<file path="config.mk">
export PLATFORM = sky130hd
export DESIGN_NAME = zeroheti_apb_bridge
export DESIGN_NICKNAME = d
export VERILOG_FILES = /design/src/rtl/zeroheti_pkg.sv /design/src/rtl/zeroheti_apb_decoder.sv /design/src/rtl/zeroheti_apb_bridge.sv
export SDC_FILE = /design/constraint.sdc
export NUM_CORES = 1
export LEC_CHECK = 0
export ABC_CLOCK_PERIOD_IN_PS = 2650
export BUFFER_PORTS_ARGS = -buffer_cell sky130_fd_sc_hd__buf_2
export CORE_ASPECT_RATIO = 1.5
export CORE_MARGIN = 5
export CORE_UTILIZATION = 47
export DETAILED_ROUTE_END_ITERATION = 8
export PLACE_DENSITY = 0.8
export RECOVER_POWER = 100
export SYNTH_ARGS = -nofsm -noshare
export SYNTH_HDL_FRONTEND = slang
export SYNTH_SLANG_ARGS = --single-unit
</file>
<file path="constraint.sdc">
create_clock -name clk_i -period 2.65 [get_ports clk_i]
set_clock_uncertainty 0.15 [all_clocks]
set_input_delay 0.265 -clock clk_i [delete_from_list [all_inputs] [get_ports clk_i]]
set_output_delay 0.265 -clock clk_i [all_outputs]
set_load 0.01 [all_outputs]
</file>
<file path="src/rtl/zeroheti_pkg.sv">
// zeroheti_pkg
// Shared types and address-map constants for the zeroHETI core. The APB
// bridge and the core's peripheral address rule both use the constants
// below, so the decoded windows and the crossbar rule always agree.
package zeroheti_pkg;

    typedef enum logic [1:0] {
        APB_IDLE   = 2'd0,
        APB_SETUP  = 2'd1,
        APB_ACCESS = 2'd2,
        APB_RESP   = 2'd3
    } apb_bridge_state_e;

    localparam logic [31:0] ApbBaseAddr = 32'h0003_0000;
    localparam logic [31:0] ApbSbrSize  = 32'h0000_1000;
    localparam int unsigned ApbNumSbr   = 4;

    // Inclusive upper bound of the peripheral region.
    localparam logic [31:0] ApbEndAddr  = ApbBaseAddr + ApbNumSbr * ApbSbrSize - 32'd1;

    // Width of a subordinate index; a single subordinate still needs one bit.
    function automatic int unsigned apb_idx_width(input int unsigned num_sbr);
        return (num_sbr > 1) ? $clog2(num_sbr) : 1;
    endfunction

endpackage

</file>
<file path="src/rtl/zeroheti_apb_decoder.sv">
// zeroheti_apb_decoder
// Combinational address decoder for the APB bridge: maps an address to the
// subordinate window that owns it.
// Ports:
//   addr_i : byte address from the OBI request
//   idx_o  : index of the owning subordinate (valid only when hit_o = 1)
//   hit_o  : address falls inside one of the NumApbSbr windows
module zeroheti_apb_decoder
    import zeroheti_pkg::*;
#(
    parameter int unsigned NumApbSbr = ApbNumSbr,
    parameter logic [31:0] BaseAddr  = ApbBaseAddr,
    parameter logic [31:0] SbrSize   = ApbSbrSize
) (
    input  logic [31:0]                           addr_i,
    output logic [apb_idx_width(NumApbSbr)-1:0]   idx_o,
    output logic                                  hit_o
);

    localparam int unsigned IdxW     = apb_idx_width(NumApbSbr);
    localparam int unsigned SbrShift = $clog2(SbrSize);

    logic [31:0] offset;
    logic [31:0] window;

    // Addresses below BaseAddr wrap to a huge offset; the explicit >= test
    // keeps them out of range rather than letting the wrap alias a window.
    always_comb begin
        offset = addr_i - BaseAddr;
        window = offset >> SbrShift;
        hit_o  = (addr_i >= BaseAddr) && (window < NumApbSbr);
        idx_o  = window[IdxW-1:0];
    end

endmodule

</file>
<file path="src/rtl/zeroheti_apb_bridge.sv">
// zeroheti_apb_bridge
// OBI-to-APB4 bridge with an N-way subordinate demux for the peripheral
// region. One transaction is outstanding at a time.
// Ports:
//   clk_i, rst_ni             : clock, asynchronous active-low reset
//   req_i/gnt_o, addr_i, we_i,
//   be_i, wdata_i             : OBI A channel
//   rvalid_o, rdata_o, err_o  : OBI R channel (valid for one cycle)
//   paddr_o, psel_o, penable_o,
//   pwrite_o, pstrb_o,
//   pwdata_o, pprot_o         : APB request, psel_o one-hot per subordinate
//   prdata_i, pready_i,
//   pslverr_i                 : per-subordinate APB response
//   err_count_o               : saturating count of error responses
//
// state  | meaning
// -------+-------------------------------------------------------------
// IDLE   | waiting for req_i; grants combinationally
// SETUP  | APB setup phase, PSEL high, PENABLE low (one cycle)
// ACCESS | PENABLE high, waiting for PREADY or timeout
// RESP   | rvalid_o high with captured rdata/err (one cycle)
module zeroheti_apb_bridge
    import zeroheti_pkg::*;
#(
    parameter int unsigned NumApbSbr     = ApbNumSbr,
    parameter logic [31:0] BaseAddr      = ApbBaseAddr,
    parameter logic [31:0] SbrSize       = ApbSbrSize,
    parameter int unsigned TimeoutCycles = 255
) (
    input  logic                          clk_i,
    input  logic                          rst_ni,
    input  logic                          req_i,
    output logic                          gnt_o,
    input  logic [31:0]                   addr_i,
    input  logic                          we_i,
    input  logic [3:0]                    be_i,
    input  logic [31:0]                   wdata_i,
    output logic                          rvalid_o,
    output logic [31:0]                   rdata_o,
    output logic                          err_o,
    output logic [31:0]                   paddr_o,
    output logic [NumApbSbr-1:0]          psel_o,
    output logic                          penable_o,
    output logic                          pwrite_o,
    output logic [3:0]                    pstrb_o,
    output logic [31:0]                   pwdata_o,
    output logic [2:0]                    pprot_o,
    input  logic [NumApbSbr-1:0][31:0]    prdata_i,
    input  logic [NumApbSbr-1:0]          pready_i,
    input  logic [NumApbSbr-1:0]          pslverr_i,
    output logic [7:0]                    err_count_o
);

    localparam int unsigned IdxW = apb_idx_width(NumApbSbr);
    localparam int unsigned CntW = (TimeoutCycles > 0) ? $clog2(TimeoutCycles + 1) : 1;
    localparam logic [CntW-1:0] CntMax  = CntW'(TimeoutCycles);
    localparam logic [CntW-1:0] CntLast = CntW'((TimeoutCycles > 0) ? TimeoutCycles - 1 : 0);

    apb_bridge_state_e state_q, state_d;

    logic [29:0]     addr_q, addr_d;
    logic            we_q, we_d;
    logic [3:0]      be_q, be_d;
    logic [31:0]     wdata_q, wdata_d;
    logic [IdxW-1:0] idx_q, idx_d;
    logic [CntW-1:0] cnt_q, cnt_d;
    logic [31:0]     rdata_q, rdata_d;
    logic            err_q, err_d;
    logic [7:0]      errcnt_q, errcnt_d;

    logic [IdxW-1:0] dec_idx;
    logic            dec_hit;
    logic            apb_active;
    logic            timeout;

    zeroheti_apb_decoder #(
        .NumApbSbr (NumApbSbr),
        .BaseAddr  (BaseAddr),
        .SbrSize   (SbrSize)
    ) i_decoder (
        .addr_i (addr_i),
        .idx_o  (dec_idx),
        .hit_o  (dec_hit)
    );

    // cnt_q holds the number of ACCESS cycles already completed, so it equals
    // CntLast during the TimeoutCycles-th ACCESS cycle.
    assign timeout = (TimeoutCycles != 0) && (cnt_q == CntLast);

    always_ff @(posedge clk_i or negedge rst_ni) begin
        if (!rst_ni) begin
            state_q  <= APB_IDLE;
            addr_q   <= '0;
            we_q     <= 1'b0;
            be_q     <= '0;
            wdata_q  <= '0;
            idx_q    <= '0;
            cnt_q    <= '0;
            rdata_q  <= '0;
            err_q    <= 1'b0;
            errcnt_q <= '0;
        end else begin
            state_q  <= state_d;
            addr_q   <= addr_d;
            we_q     <= we_d;
            be_q     <= be_d;
            wdata_q  <= wdata_d;
            idx_q    <= idx_d;
            cnt_q    <= cnt_d;
            rdata_q  <= rdata_d;
            err_q    <= err_d;
            errcnt_q <= errcnt_d;
        end
    end

    always_comb begin
        state_d    = state_q;
        addr_d     = addr_q;
        we_d       = we_q;
        be_d       = be_q;
        wdata_d    = wdata_q;
        idx_d      = idx_q;
        cnt_d      = cnt_q;
        rdata_d    = rdata_q;
        err_d      = err_q;
        errcnt_d   = errcnt_q;
        apb_active = 1'b0;

        gnt_o     = 1'b0;
        rvalid_o  = 1'b0;
        rdata_o   = '0;
        err_o     = 1'b0;
        psel_o    = '0;
        penable_o = 1'b0;
        paddr_o   = '0;
        pwrite_o  = 1'b0;
        pstrb_o   = '0;
        pwdata_o  = '0;
        pprot_o   = '0;

        unique case (state_q)
            APB_IDLE: begin
                gnt_o = req_i;
                if (req_i) begin
                    addr_d  = addr_i[31:2];
                    we_d    = we_i;
                    be_d    = be_i;
                    wdata_d = wdata_i;
                    idx_d   = dec_idx;
                    cnt_d   = '0;
                    if (dec_hit) begin
                        state_d = APB_SETUP;
                    end else begin
                        rdata_d = '0;
                        err_d   = 1'b1;
                        state_d = APB_RESP;
                    end
                end
            end
            APB_SETUP: begin
                apb_active = 1'b1;
                state_d    = APB_ACCESS;
            end
            APB_ACCESS: begin
                apb_active = 1'b1;
                penable_o  = 1'b1;
                if (cnt_q != CntMax) begin
                    cnt_d = cnt_q + 1'b1;
                end
                // A late PREADY coinciding with expiry still completes normally.
                if (pready_i[idx_q]) begin
                    rdata_d = we_q ? 32'd0 : prdata_i[idx_q];
                    err_d   = pslverr_i[idx_q];
                    state_d = APB_RESP;
                end else if (timeout) begin
                    rdata_d = '0;
                    err_d   = 1'b1;
                    state_d = APB_RESP;
                end
            end
            APB_RESP: begin
                rvalid_o = 1'b1;
                rdata_o  = rdata_q;
                err_o    = err_q;
                if (err_q && (errcnt_q != 8'hFF)) begin
                    errcnt_d = errcnt_q + 8'd1;
                end
                state_d = APB_IDLE;
            end
            default: state_d = APB_IDLE;
        endcase

        if (apb_active) begin
            psel_o[idx_q] = 1'b1;
            paddr_o       = {addr_q, 2'b00};
            pwrite_o      = we_q;
            pstrb_o       = we_q ? be_q : 4'b0000;
            pwdata_o      = we_q ? wdata_q : 32'd0;
        end
    end

    assign err_count_o = errcnt_q;

endmodule

</file>
After elaboration in Yosys (flattened, before gate mapping)
Index checks and enable logic that the tools add are counted.
{ "totals": {"reg_bits": 120, "latch_bits": 0, "mem_bits_rw": 0, "mem_bits_ro": 0, "inputBits": 208, "out_inout_bits": 120, "word_cells": 78, "n_memories": 0} }
{ "op_classes": {"n_addsub": 3, "multipliers": 0, "div_mod_pow": 0, "magnitude_cmp": 4, "eq_ne": 10, "n_shift": 0, "muxes": 40, "n_bitwise": 0, "n_reduce_logical": 11} }
{ "op_table": {"columns": ["operator", "count"], "rows": [
  ["2-to-1 mux 32 bit", 10],
  ["binary-select mux 32 bit (select 2 bit)", 1],
  ["one-hot mux 32 bit (2 select lines)", 1],
  [">= comparator 32 x 18 -> 1 bit, second input constant", 1],
  ["subtractor 32 x 18 -> 32 bit, second input constant", 1],
  ["< comparator 20 x 3 -> 1 bit, second input constant", 1],
  ["adder 8 x 1 -> 8 bit, second input constant", 2],
  ["2-to-1 mux 8 bit", 2],
  ["inequality test 8 bit, second input constant", 2],
  ["one-hot mux 8 bit (2 select lines)", 1],
  ["2-to-1 mux 1 bit", 13],
  ["2-to-1 mux 4 bit", 3],
  ["equality test 8 bit, second input constant", 1],
  ["2-to-1 mux 2 bit", 4],
  ["one-hot mux 2 bit (4 select lines)", 1],
  ["inequality test 2 bit, second input constant", 3],
  ["AND reduction 2 bit", 3],
  ["binary-select mux 1 bit (select 2 bit)", 2],
  ["equality test 2 bit, second input constant", 2],
  ["AND reduction 4 bit", 1],
  ["logical AND 1 bit", 3],
  ["< comparator 2 x 3 -> 1 bit, second input constant", 1],
  ["inequality test 3 bit, second input constant", 1],
  ["AND reduction 3 bit", 1],
  ["7 further kinds", 7]
]} }

Depth between registers and ports, before layout
Gate-level depths: netlist of the first run.
{ "logic_depth": {"word_depth": 6, "ltp_mapped": 9, "mapped_depth_nobuf": 8} }

Cells and area by module
From an unflattened synthesis of the first run, not the netlist that was laid out.
{ "unflattened": {"cells_unflattened": 528, "area_unflattened_um2": 6603.8} }
{ "by_module_without_submodules": {"columns": ["mod", "n_inst", "cells_each", "area_each_um2", "seq_area_each_um2"], "rows": [
  ["zeroheti_apb_bridge", 1, 519, 6543.8, 3002.9],
  ["zeroheti_apb_decoder", 1, 9, 60.1, 0.0]
]} }

Worst setup path after synthesis of the first run
No wires, ideal clock.
{ "synth_timing": {"kind": "register -> register", "start": "register state_q[0]", "end": "register cnt_q[3]", "setup_time_ns": 0.131, "arrival_time_ns": 1.851, "t_required_ns": 2.369, "setup_slack_ns": 0.518, "path_stages_with_launch": 9, "path_buffers": 1, "period_less_slack_ns": 2.132, "path_cell_list": "dfrtp_1 > inv_1 > ha_1 > clkbuf_1 > nand3_1 > nor3_1 > nor4b_1 > xnor2_1 > nor2_1"} }
{ "synth_via": {"elab_chain_len": 3, "word_cells_on_any_way": 7, "classes_between": "eq/ne (3); mux (1); reduce/logical (3)"} }
{ "synth_lines": {"columns": ["item", "line", "text"], "rows": [
  ["start, declared", "zeroheti_apb_bridge.sv:59", "apb_bridge_state_e state_q, state_d;"],
  ["start signal, assigned", "zeroheti_apb_bridge.sv:103", "state_q <= state_d;"],
  ["equality test 2 bit or zero test 2 bit (tied branches)", "zeroheti_apb_bridge.sv:141", "unique case (state_q)"],
  ["inequality test 2 bit (no source line) or nonzero test 2 bit (tied branches)", null, null],
  ["AND reduction 3 bit (no source line)", null, null],
  ["end signal, assigned", "zeroheti_apb_bridge.sv:109", "cnt_q <= cnt_d;"],
  ["end, declared", "zeroheti_apb_bridge.sv:66", "logic [CntW-1:0] cnt_q, cnt_d;"]
]} }
Several ways; a longest one is shown, not always the timed one.
A chain may end at the register's enable or synchronous reset.

Worst setup path in the final report of the first run
{ "layout_timing": {"start": "input addr_i[27]", "end": "register rdata_q[21]"} }
{ "layout_via": {"elab_chain_len": 5, "word_cells_on_any_way": 6, "classes_between": "add/sub (1); order compare (2); eq/ne (1); reduce/logical (2)"} }
{ "layout_lines": {"columns": ["item", "line", "text"], "rows": [
  ["start, declared", "zeroheti_apb_bridge.sv:34", "input logic [31:0] addr_i,"],
  ["subtractor 32 x 18 -> 32 bit", "zeroheti_apb_decoder.sv:29", "offset = addr_i - BaseAddr;"],
  ["< comparator 20 x 3 -> 1 bit", "zeroheti_apb_decoder.sv:31", "hit_o = (addr_i >= BaseAddr) && (window < NumApbSbr);"],
  ["logical AND 1 bit (*)", "zeroheti_apb_decoder.sv:31", null],
  ["inequality test 2 bit (no source line) (*)", null, null],
  ["AND reduction 4 bit (no source line) (*)", null, null],
  ["end signal, assigned", "zeroheti_apb_bridge.sv:110", "rdata_q <= rdata_d;"],
  ["end, declared", "zeroheti_apb_bridge.sv:67", "logic [31:0] rdata_q, rdata_d;"]
]} }
Every way passes the cells marked *; elsewhere a longest branch is shown, timed or not.

==> results of run 1 <==
-- sequential cells by signal (all words and copies together) (netlist names) --
name and flops:
state_q 2, err_q 1, err_count_o 8, wdata_q 32, we_q 1, be_q 4
rdata_q 32, cnt_q 8, addr_q 30
-- Yosys cell counts, types with 2 or more instances --
library cell | n | area [um2]
mux4_2 | 34 | 765.7
nor3_1 | 4 | 20.02
clkbuf_1 | 23 | 86.33
ha_1 | 7 | 87.58
a21oi_1 | 2 | 10.01
buf_12 | 4 | 80.08
buf_1 | 3 | 11.26
nand2_1 | 11 | 41.29
inv_1 | 40 | 150.1
nand3_1 | 5 | 25.02
nor4_1 | 5 | 31.28
nor2b_1 | 2 | 12.51
o2bb2ai_1 | 2 | 17.52
buf_6 | 3 | 33.78
xor2_1 | 3 | 26.28
nor2_1 | 14 | 52.55
buf_4 | 6 | 45.04
o2bb2ai_2 | 30 | 450.4
buf_2 | 3 | 15.01
mux2_2 | 68 | 765.7
and3_1 | 40 | 250.2
nor4b_1 | 2 | 17.52
and2_1 | 63 | 394.1
dfrtp_1 | 118 | 2953
o21ai_0 | 3 | 15.01
nand4_1 | 3 | 18.77
xnor2_1 | 10 | 87.58
-- cell type report --
| class | instances | area, um2 |
|---|---|---|
| Multi-Input combinational cell | 326 | 3075 |
| Timing Repair Buffer | 401 | 2311 |
| Clock inverter | 13 | 196.4 |
| Inverter | 41 | 153.9 |
| Sequential cell | 118 | 2955 |
| Tap cell | 165 | 206.4 |
| Clock buffer | 19 | 452.9 |
| Fill cell | 1145 | 4574 |
-- power groups by stage --
stage,clock [mW],sequential [mW],combinational (mW)
after global placement,0,3.16,5.46
after floorplan,0,3.05,3.97
after detailed placement,0,3.20,5.57
after CTS,2.55,3.19,5.67
after global routing,2.62,3.29,5.72
final,2.51,3.17,5.24
-- tightest hold or removal path: cells and delay by family --
kind | cells | cell delay [ps]
simple gates | 2 | 180
buf+inv | 1 | 100
compound gates | 1 | 60
-- cells by family after synthesis --
group           Yosys count  synth area share, %
mux                     103                23.37
simple gates            153                13.70
compound gates           45                8.612
flops                   118                44.76
buf+inv                  83                6.449
fa+ha+maj                 7                1.328
xor+xnor                 13                1.726
other cells               1              0.05685
-- metrics by stage --
stage / hold slack, ps / instance area [um2] / total power, mW
2_1_floorplan: -180.6 / 6611 / 7.017
3_5_place_dp: 87.04 / 8320 / 8.762
5_1_grt: 96.05 / 9351 / 11.63
6_report: 110.3 / 9351 / 10.92
3_3_place_gp: 94.90 / 8320 / 8.623
4_1_cts: 44.21 / 9641 / 11.40
-- metal layers --
metal / vias up / wire, um / global-route usage, %
met5: - / 13 / 0
met4: 2 / 714 / 10.73
met3: 47 / 2300 / 10.05
met2: 313 / 10680 / 44.11
met1: 2745 / 7536 / 28.09
li1: 2613 / - / -
-- final timing paths --
kind,to,slack [ps],cells after the start
max,rdata_q[21],170,8
min,state_q[0],110,4
max reg2reg,rdata_q[21],330,7
min reg2reg,rdata_q[2],330,1
max in group asynchronous,addr_q[11],570,3
min in group asynchronous,rdata_q[22],350,2
==> impl_metrics.toml, run 1 <==
[run_status]
status = "completed"

[die]
die_height_um = 155.1
start_util_pct = 47.37
die_x_um = 106.7
num_rows = 53
core_mm2 = 0.01393
die-area_mm2 = 0.01655
io_pins = 328

[clock_network]
cts_num_sinks = 118
cts_tree = "built"
cts_buffers = 17
cts.clk_slew.worst_paths_ps = 50
cts_resized = 0
postCtsHoldBufs = 67
cts_setup_buffers = 0
clock-root-buffer = "clkbuf_16"
cts_buffer_depth = 2
htreeDepth = 4
worstSkewPairLatency_ps = 400

[route]
drtAntennaViolNets = 0
first_pass_iters = 4
wl_per_cell_um = 19.62
vias = 5720
route.detailed.drc = 0
vias_per_cell = 5.282
first_iter_violations = 177
drt-total-wl_mm = 21.25

[sta]
worst_slack_ps = 174.9
setup_tns_ps = 0
hold_viol = 0
rsz0062_at_grt = "false"
setup_viol = 0
slew_headroom_pct = 45.25
fmax_mhz = 404.0
fin_crit_sh_pct = 93.40
max_slew.worst_pin.slew_ps = 821.3
fin_crit_ps = 2475
slew_violations = 0

[power_and_ir_drop]
p_seq_share_pct = 29.0
vdd_drop_max_mv = 0.6590
power_leakage_nw = 4.546
switching_share_pct = 38.37
p_sw_mw = 4.189
combPwrFrac_pct = 48.0
power_density_mw_per_mm2 = 1168
intPower_mw = 6.729
clock_power_share_pct = 23.0

[finish]
layout_common_cells = "buf_2, dfrtp_1, clkbuf_1"
drive_above_1_share_pct = 42.37
fin_util_pct = 67.15
fin_cells = 1083
n_antenna_cell = 0
nNetsFinal = 1120
area_delta_synth_final_pct = 41.77
final_common_cell = "buf_2"

[setup_path]
cp_cell_sequence = "dlygate4sd3_1 > clkbuf_1 > or4_4 > nor3_1 > and4_1 > a211o_4 > clkbuf_2 > o2bb2ai_1"
cp-startpoint = "addr_i[27]"
setup.worst_path.end_class = "flip-flop"
path_class = "in -> reg"
cp.arrival_ps = 2640
r2r-start = "state_q[0]"
slowest_delay_ps = 570
cp_top_family = "simple AND/OR/NAND/NOR gates"
critPathSlowestCell = "dlygate4sd3_1"
cp-start-kind = "input port"
critPathBufInv = 3
crit_required_ps = 2810
crit_path_max_fanout = 11

[yosys]
ys_types = 42
synth_seq_area_share_pct = 44.76
synth_seq_cells = 118
avgSynthCellArea_um2 = 12.61
async_flop_share_pct = 100.0
synth.cell_area_mm2 = 0.006596
synth_edf_count = 0
synth_ff_type = "dfrtp_1"
syn_inst = 523
synth_warnings = 0

[global_routing]
gr-usage-all-layers_pct = 25.65
antenna_found_initial = 2
grt-ovfl-total = 0
grt_pass1_vias = 6265
grt_pass1_wl_mm = 32.90
grt_max_degree = 71

[placed_design]
io_buffers = 320
dp.cells = 984
place_ws_ps = 410.2
dp_hpwl_mm = 15.23
place.gp.congestion = 0.8278

[job]
drv_cap = 0

[worst_hold_path]
min_path_type = "in -> reg"
hp-start = "req_i"
No activity file was read; power rests on OpenSTA's default activity.
==> run 2, diff against run 1 <==
SYNTH_HIERARCHICAL = 1   (was unset)
==> impl_metrics.toml, run 2 <==
[sta]
max_slew.worst_pin.slew_ps = 1501
fin_crit_ps = 2474
fmax_mhz = 404.2
setup_tns_ps = 0
rsz0062_at_grt = "false"
setup_viol = 0
slew_headroom_pct = -0.08875
fin_crit_sh_pct = 93.35
hold_viol = 0
slew_violations = 28

[finish]
layout_common_cells = "buf_2, dfrtp_1, mux2_2"
nNetsFinal = 1124
area_delta_synth_final_pct = 43.94
drive_above_1_share_pct = 45.99
final_common_cell = "buf_2"
register_area_mm2 = 0.003004
fin_util_pct = 68.26
num-fill-cells = 1083
reg_top3 = "rdata_q: 32 flops, wdata_q: 32 flops, addr_q: 30 flops"
fin_cells = 1088
multi_input_area_mm2 = 0.003351

[die]
die-area_mm2 = 0.01657
num_rows = 53
core_mm2 = 0.01393
die_height_um = 155.2
io_pins = 328
start_util_pct = 47.42
die_x_um = 106.8

[clock_network]
worstSkewPairLatency_ps = 400
cts_tree = "built"
cts_buffer_depth = 2
cts.clk_slew.worst_paths_ps = 60
cts_setup_buffers = 0
clock-root-buffer = "clkbuf_16"
htreeDepth = 4
cts_buffers = 17
cts_num_sinks = 120

[yosys]
synth_seq_cells = 120
synth_ff_type = "dfrtp_1"
synthTopCellsByArea = "dfrtp_1, mux2_2, mux4_2"
synth_seq_area_share_pct = 45.47
muxShareOfSynthArea_pct = 29.80
synth_compound_area_share_pct = 1.857
yosys.area.top_type = "dfrtp_1"
synthSimpleGateAreaFrac_pct = 16.28
async_flop_share_pct = 100.0
yosysMostFrequentCell = "dfrtp_1"
synth_xor_xnor_area_share_pct = 1.194
synth_top_area_share_pct = 45.47
synth.cell_area_mm2 = 0.006604
synth_top_family_by_area = "multiplexers"
synth_edf_count = 0
ys_top_cells_by_count = "dfrtp_1, mux2_2, and2_1"
ys_types = 41
avgSynthCellArea_um2 = 12.51
synthAdderAreaFrac_pct = 1.326
synth_warnings = 6
syn_inst = 528

[power_and_ir_drop]
p_seq_share_pct = 30.1
vdd_drop_max_mv = 0.7984
p_sw_mw = 4.002
intPower_mw = 6.649
power_density_mw_per_mm2 = 1121
switching_share_pct = 37.58
power_leakage_nw = 4.574
combPwrFrac_pct = 49.0
p_total_mw = 10.65
clock_power_share_pct = 20.9

[setup_path]
slowest_delay_ps = 550
setup.worst_path.end_class = "flip-flop"
cp_top_family = "buffers and inverters"
crit_required_ps = 2790
r2r-end = "wdata_q[16]"
r2r-start = "state_q[0]"
crit_path_max_fanout = 20
path_class = "in -> reg"
reg2reg_depth = 6
cp.arrival_ps = 2610
critPathSlowestCell = "or4_1"
cp_cell_sequence = "dlygate4sd3_1 > buf_2 > or4_1 > nor3_2 > o22ai_1 > o21ai_4 > buf_12 > mux2_2"
critPathBufInv = 3
cp-start-kind = "input port"
r2r_setup_slack_ps = 240

[route]
vias_per_cell = 5.297
drtAntennaViolNets = 0
wl_per_cell_um = 19.23
first_pass_iters = 4
vias = 5763
first_iter_violations = 254
drt-total-wl_mm = 20.92
route.detailed.drc = 0

[global_routing]
grt_pass1_vias = 6119
gr-usage-met1_pct = 28.18
grt_pass1_wl_mm = 32.16
grt-ovfl-total = 0
met2_usage_pct = 42.22
gr-usage-all-layers_pct = 25.12
grt_most_used_layer = "met2"
met3_usage_pct = 8.676
antenna_found_initial = 3
grt_max_degree = 65

[placed_design]
place.gp.congestion = 0.8440
dp_hpwl_mm = 15.40
io_buffers = 320
dp.cells = 987

[worst_hold_path]
min_path_type = "in -> reg"
hold_depth = 4
whs_endpoint = "state_q[0]"
hp-start = "req_i"

[run_status]
failed_checks = "max-capacitance violations, max-slew violations"
status = "finished, violations left"

[job]
drv_cap = 1
-- run 2: worst register-to-register path: cells and delay by family, from the launching register on --
family / cells / cell delay [ps]
buffers and inverters: 3 / 960
muxes: 1 / 440
DFF: 1 / 380
adders and majority gates: 1 / 240
and+or+nand+nor: 1 / 130
-- run 2: final cells by class --
cell class / instances / area share (%)
Multi-Input combinational cell: 360 / 35.25
Sequential cell: 120 / 31.60
Timing Repair Buffer: 401 / 24.51
Clock buffer: 17 / 4.475
Tap cell: 165 / 2.172
Clock inverter: 15 / 1.606
Inverter: 9 / 0.3554
Antenna cell: 1 / 0.02633
-- run 2: cell families after synthesis --
| logic type | Yosys count |
|---|---|
| multiplexers | 141 |
| AO/OA/AOI/OAI | 19 |
| flip-flops | 120 |
| AND/OR/NAND/NOR | 179 |
| other | 1 |
| buffers and inverters | 52 |
| adder cells (fa/ha/maj) | 7 |
| XOR/XNOR | 9 |
-- run 2: power by group through the flow --
stage | Clock [mW] | Sequential (mW) | Combinational (mW)
final | 2.23 | 3.20 | 5.22
after CTS | 2.29 | 3.18 | 5.41
after detailed placement | 0 | 3.20 | 5.29
after global routing | 2.39 | 3.30 | 5.70
after global placement | 0 | 3.15 | 5.25
after floorplan | 0 | 3.05 | 3.66
-- run 2: metal layers --
metal,share of wire [%],wire (um)
met1,36,7571
met2,51,10580
met4,4.6,967
met3,8.5,1775
met5,0.13,28
-- run 2: how the worst max path moves through the flow --
stage	startpoint	endpoint	slack (ps)	depth (start not counted)
5_1_grt	state_q[1]	psel_o[2]	40	6
6_report	addr_i[29]	rdata_q[21]	180	8
4_1_cts	state_q[1]	psel_o[1]	130	6
3_5_place_dp	addr_i[29]	rdata_q[5]	250	7
2_1_floorplan	state_q[0]	rdata_q[24]	620	8
3_3_place_gp	addr_i[29]	rdata_q[3]	270	7
-- run 2: timing repair --
action / CTS / global route
hold buffers: 68 / 0
resized for setup: 0 / 1
hold endpoints to repair: 95 / 0
endpoints found under the setup margin: 0 / 2
-- run 2: stage by stage --
stage                     instance area [um2]  hold slack [ps]  worst slack (ps)
final                                    9505            139.7             176.3
after CTS                                9630            122.9             130.6
after detailed placement                 8372            60.52             245.1
after global routing                     9505            142.6             35.02
after floorplan                          6619           -180.6             617.5
after global placement                   8372            61.41             270.2
==> run 3, diff against run 2 <==
CORE_ASPECT_RATIO = unset   (was 1.5)
CORE_UTILIZATION = 48   (was 47)
CTS_BUF_LIST = sky130_fd_sc_hd__clkbuf_4   (was unset)
PLACE_DENSITY = 0.81   (was 0.8)
==> impl_metrics.toml, run 3 (same netlist as run 2, synthesis figures left out) <==
[sta]
whs_ps = 151.8
setup_viol = 0
slew_violations = 0
slew_headroom_pct = 20.26
fin_crit_sh_pct = 95.15
worst_slack_ps = 128.4
setup_tns_ps = 0
rsz0062_at_grt = "false"
fmax_mhz = 396.6
max_slew.worst_pin.slew_ps = 1196
fin_crit_ps = 2522
hold_viol = 0

[placed_design]
dpl-instance-area_mm2 = 0.008362
dp_hpwl_mm = 14.69
io_buffers = 320
place_ws_ps = 205.8
dp.cells = 998
place.gp.congestion = 0.8545

[setup_path]
path_class = "in -> reg"
r2r-end = "rdata_q[5]"
r2r-start = "state_q[0]"
reg2reg_depth = 6
cp-start-kind = "input port"
r2r_setup_slack_ps = 230
crit_required_ps = 2910
setup.worst_path.end_class = "flip-flop"
cp.arrival_ps = 2780
crit_path_max_fanout = 6

[clock_network]
cts.clk_slew.worst_paths_ps = 100
htreeDepth = 4
cts_buffer_depth = 2
clock-root-buffer = "clkbuf_4"
cts_tree = "built"
cts_num_sinks = 120
cts_setup_buffers = 0
worstSkewPairLatency_ps = 520
cts_buffers = 17

[finish]
layout_common_cells = "buf_2, dfrtp_1, mux2_2"
register_area_mm2 = 0.003005
num-fill-cells = 970
area_delta_synth_final_pct = 39.54
fin_area_mm2 = 0.009215
drive_above_1_share_pct = 46.42
final_common_cell = "buf_2"
fin_cells = 1100
multi_input_area_mm2 = 0.003363
nNetsFinal = 1126
reg_top3 = "rdata_q: 32 flops, wdata_q: 32 flops, addr_q: 30 flops"

[route]
drtAntennaViolNets = 0
wl_per_cell_um = 19.43
drt-total-wl_mm = 21.38
first_iter_violations = 303
vias = 5858
first_pass_iters = 4
route.detailed.drc = 0
vias_per_cell = 5.325

[power_and_ir_drop]
power_leakage_nw = 4.459
power_density_mw_per_mm2 = 1060
vdd_drop_max_mv = 0.6608

[worst_hold_path]
whs_endpoint = "rdata_q[9]"
hold_depth = 4
min_path_type = "in -> reg"
hp-start = "prdata_i[73]"

[die]
die_x_um = 127.3
start_util_pct = 49.48
core_mm2 = 0.01335
die-area_mm2 = 0.01620
io_pins = 328
num_rows = 42
die_height_um = 127.3

[global_routing]
antenna_found_initial = 1
gr-usage-all-layers_pct = 26.48
grt-ovfl-total = 0
grt_pass1_wl_mm = 33.43
grt_max_degree = 71
grt_pass1_vias = 6407

[run_status]
status = "completed"

[job]
drv_cap = 0
## run 3: cell count changes in the layout (fill, tap and decap cells not counted), sizes merged
| cell | delta |
|---|---|
| dlygate4sd3 | +2 |
| inv | -3 |
| clkbuf | +1 |
| diode | +1 |
## run 3: worst max-delay path by stage
stage | start | end | depth (start not counted)
final | addr_i[15] | rdata_q[5] | 9
after global routing | state_q[0] | gnt_o | 6
after floorplan | state_q[0] | rdata_q[24] | 8
after global placement | addr_i[29] | rdata_q[13] | 7
after CTS | state_q[1] | psel_o[2] | 6
after detailed placement | addr_i[29] | rdata_q[12] | 7
## run 3: per-stage QoR
step | power [mW] | utilization [%]
after floorplan | 6.703 | -
after CTS | 9.786 | 69.67
after detailed placement | 8.473 | 62.65
final | 9.768 | 69.04
after global routing | 10.45 | 69.04
after global placement | 8.367 | 62.65
## run 3: metal layers
layer	GRT usage (%)	part of all wire, %
met4	9.653	2.8
met1	29.36	36
met3	9.975	9.6
met2	46.39	52
met5	0	0
## run 3: timing repair
item | 4_1_cts | 5_1_grt
hold endpoints to repair | 190 | 11
setup endpoints to repair | 0 | 61
gates resized for setup | 0 | 2
hold buffers | 69 | 1
## run 3: layout make-up
type | instances | share of cell area, %
Clock buffer | 18 | 1.466
Antenna cell | 2 | 0.05431
Timing Repair Buffer | 403 | 25.40
Sequential cell | 120 | 32.61
Clock inverter | 12 | 1.208
Multi-Input combinational cell | 360 | 36.50
Tap cell | 176 | 2.390
Inverter | 9 | 0.3666
## run 3: power by group
| part | internal [mW] | switching (mW) |
|---|---|---|
| sequential | 2.69 | 0.564 |
| clock | 0.541 | 0.673 |
| combinational | 2.61 | 2.69 |
| total | 5.85 | 3.92 |
## run 3: worst max-delay path, cell delays in order
cell,delay [ps]
dlygate4sd3_1,570
buf_2,150
nor4_1,340
nand3_1,130
nor3_2,330
o22ai_1,180
o21ai_4,140
clkbuf_1,300
mux2_2,370
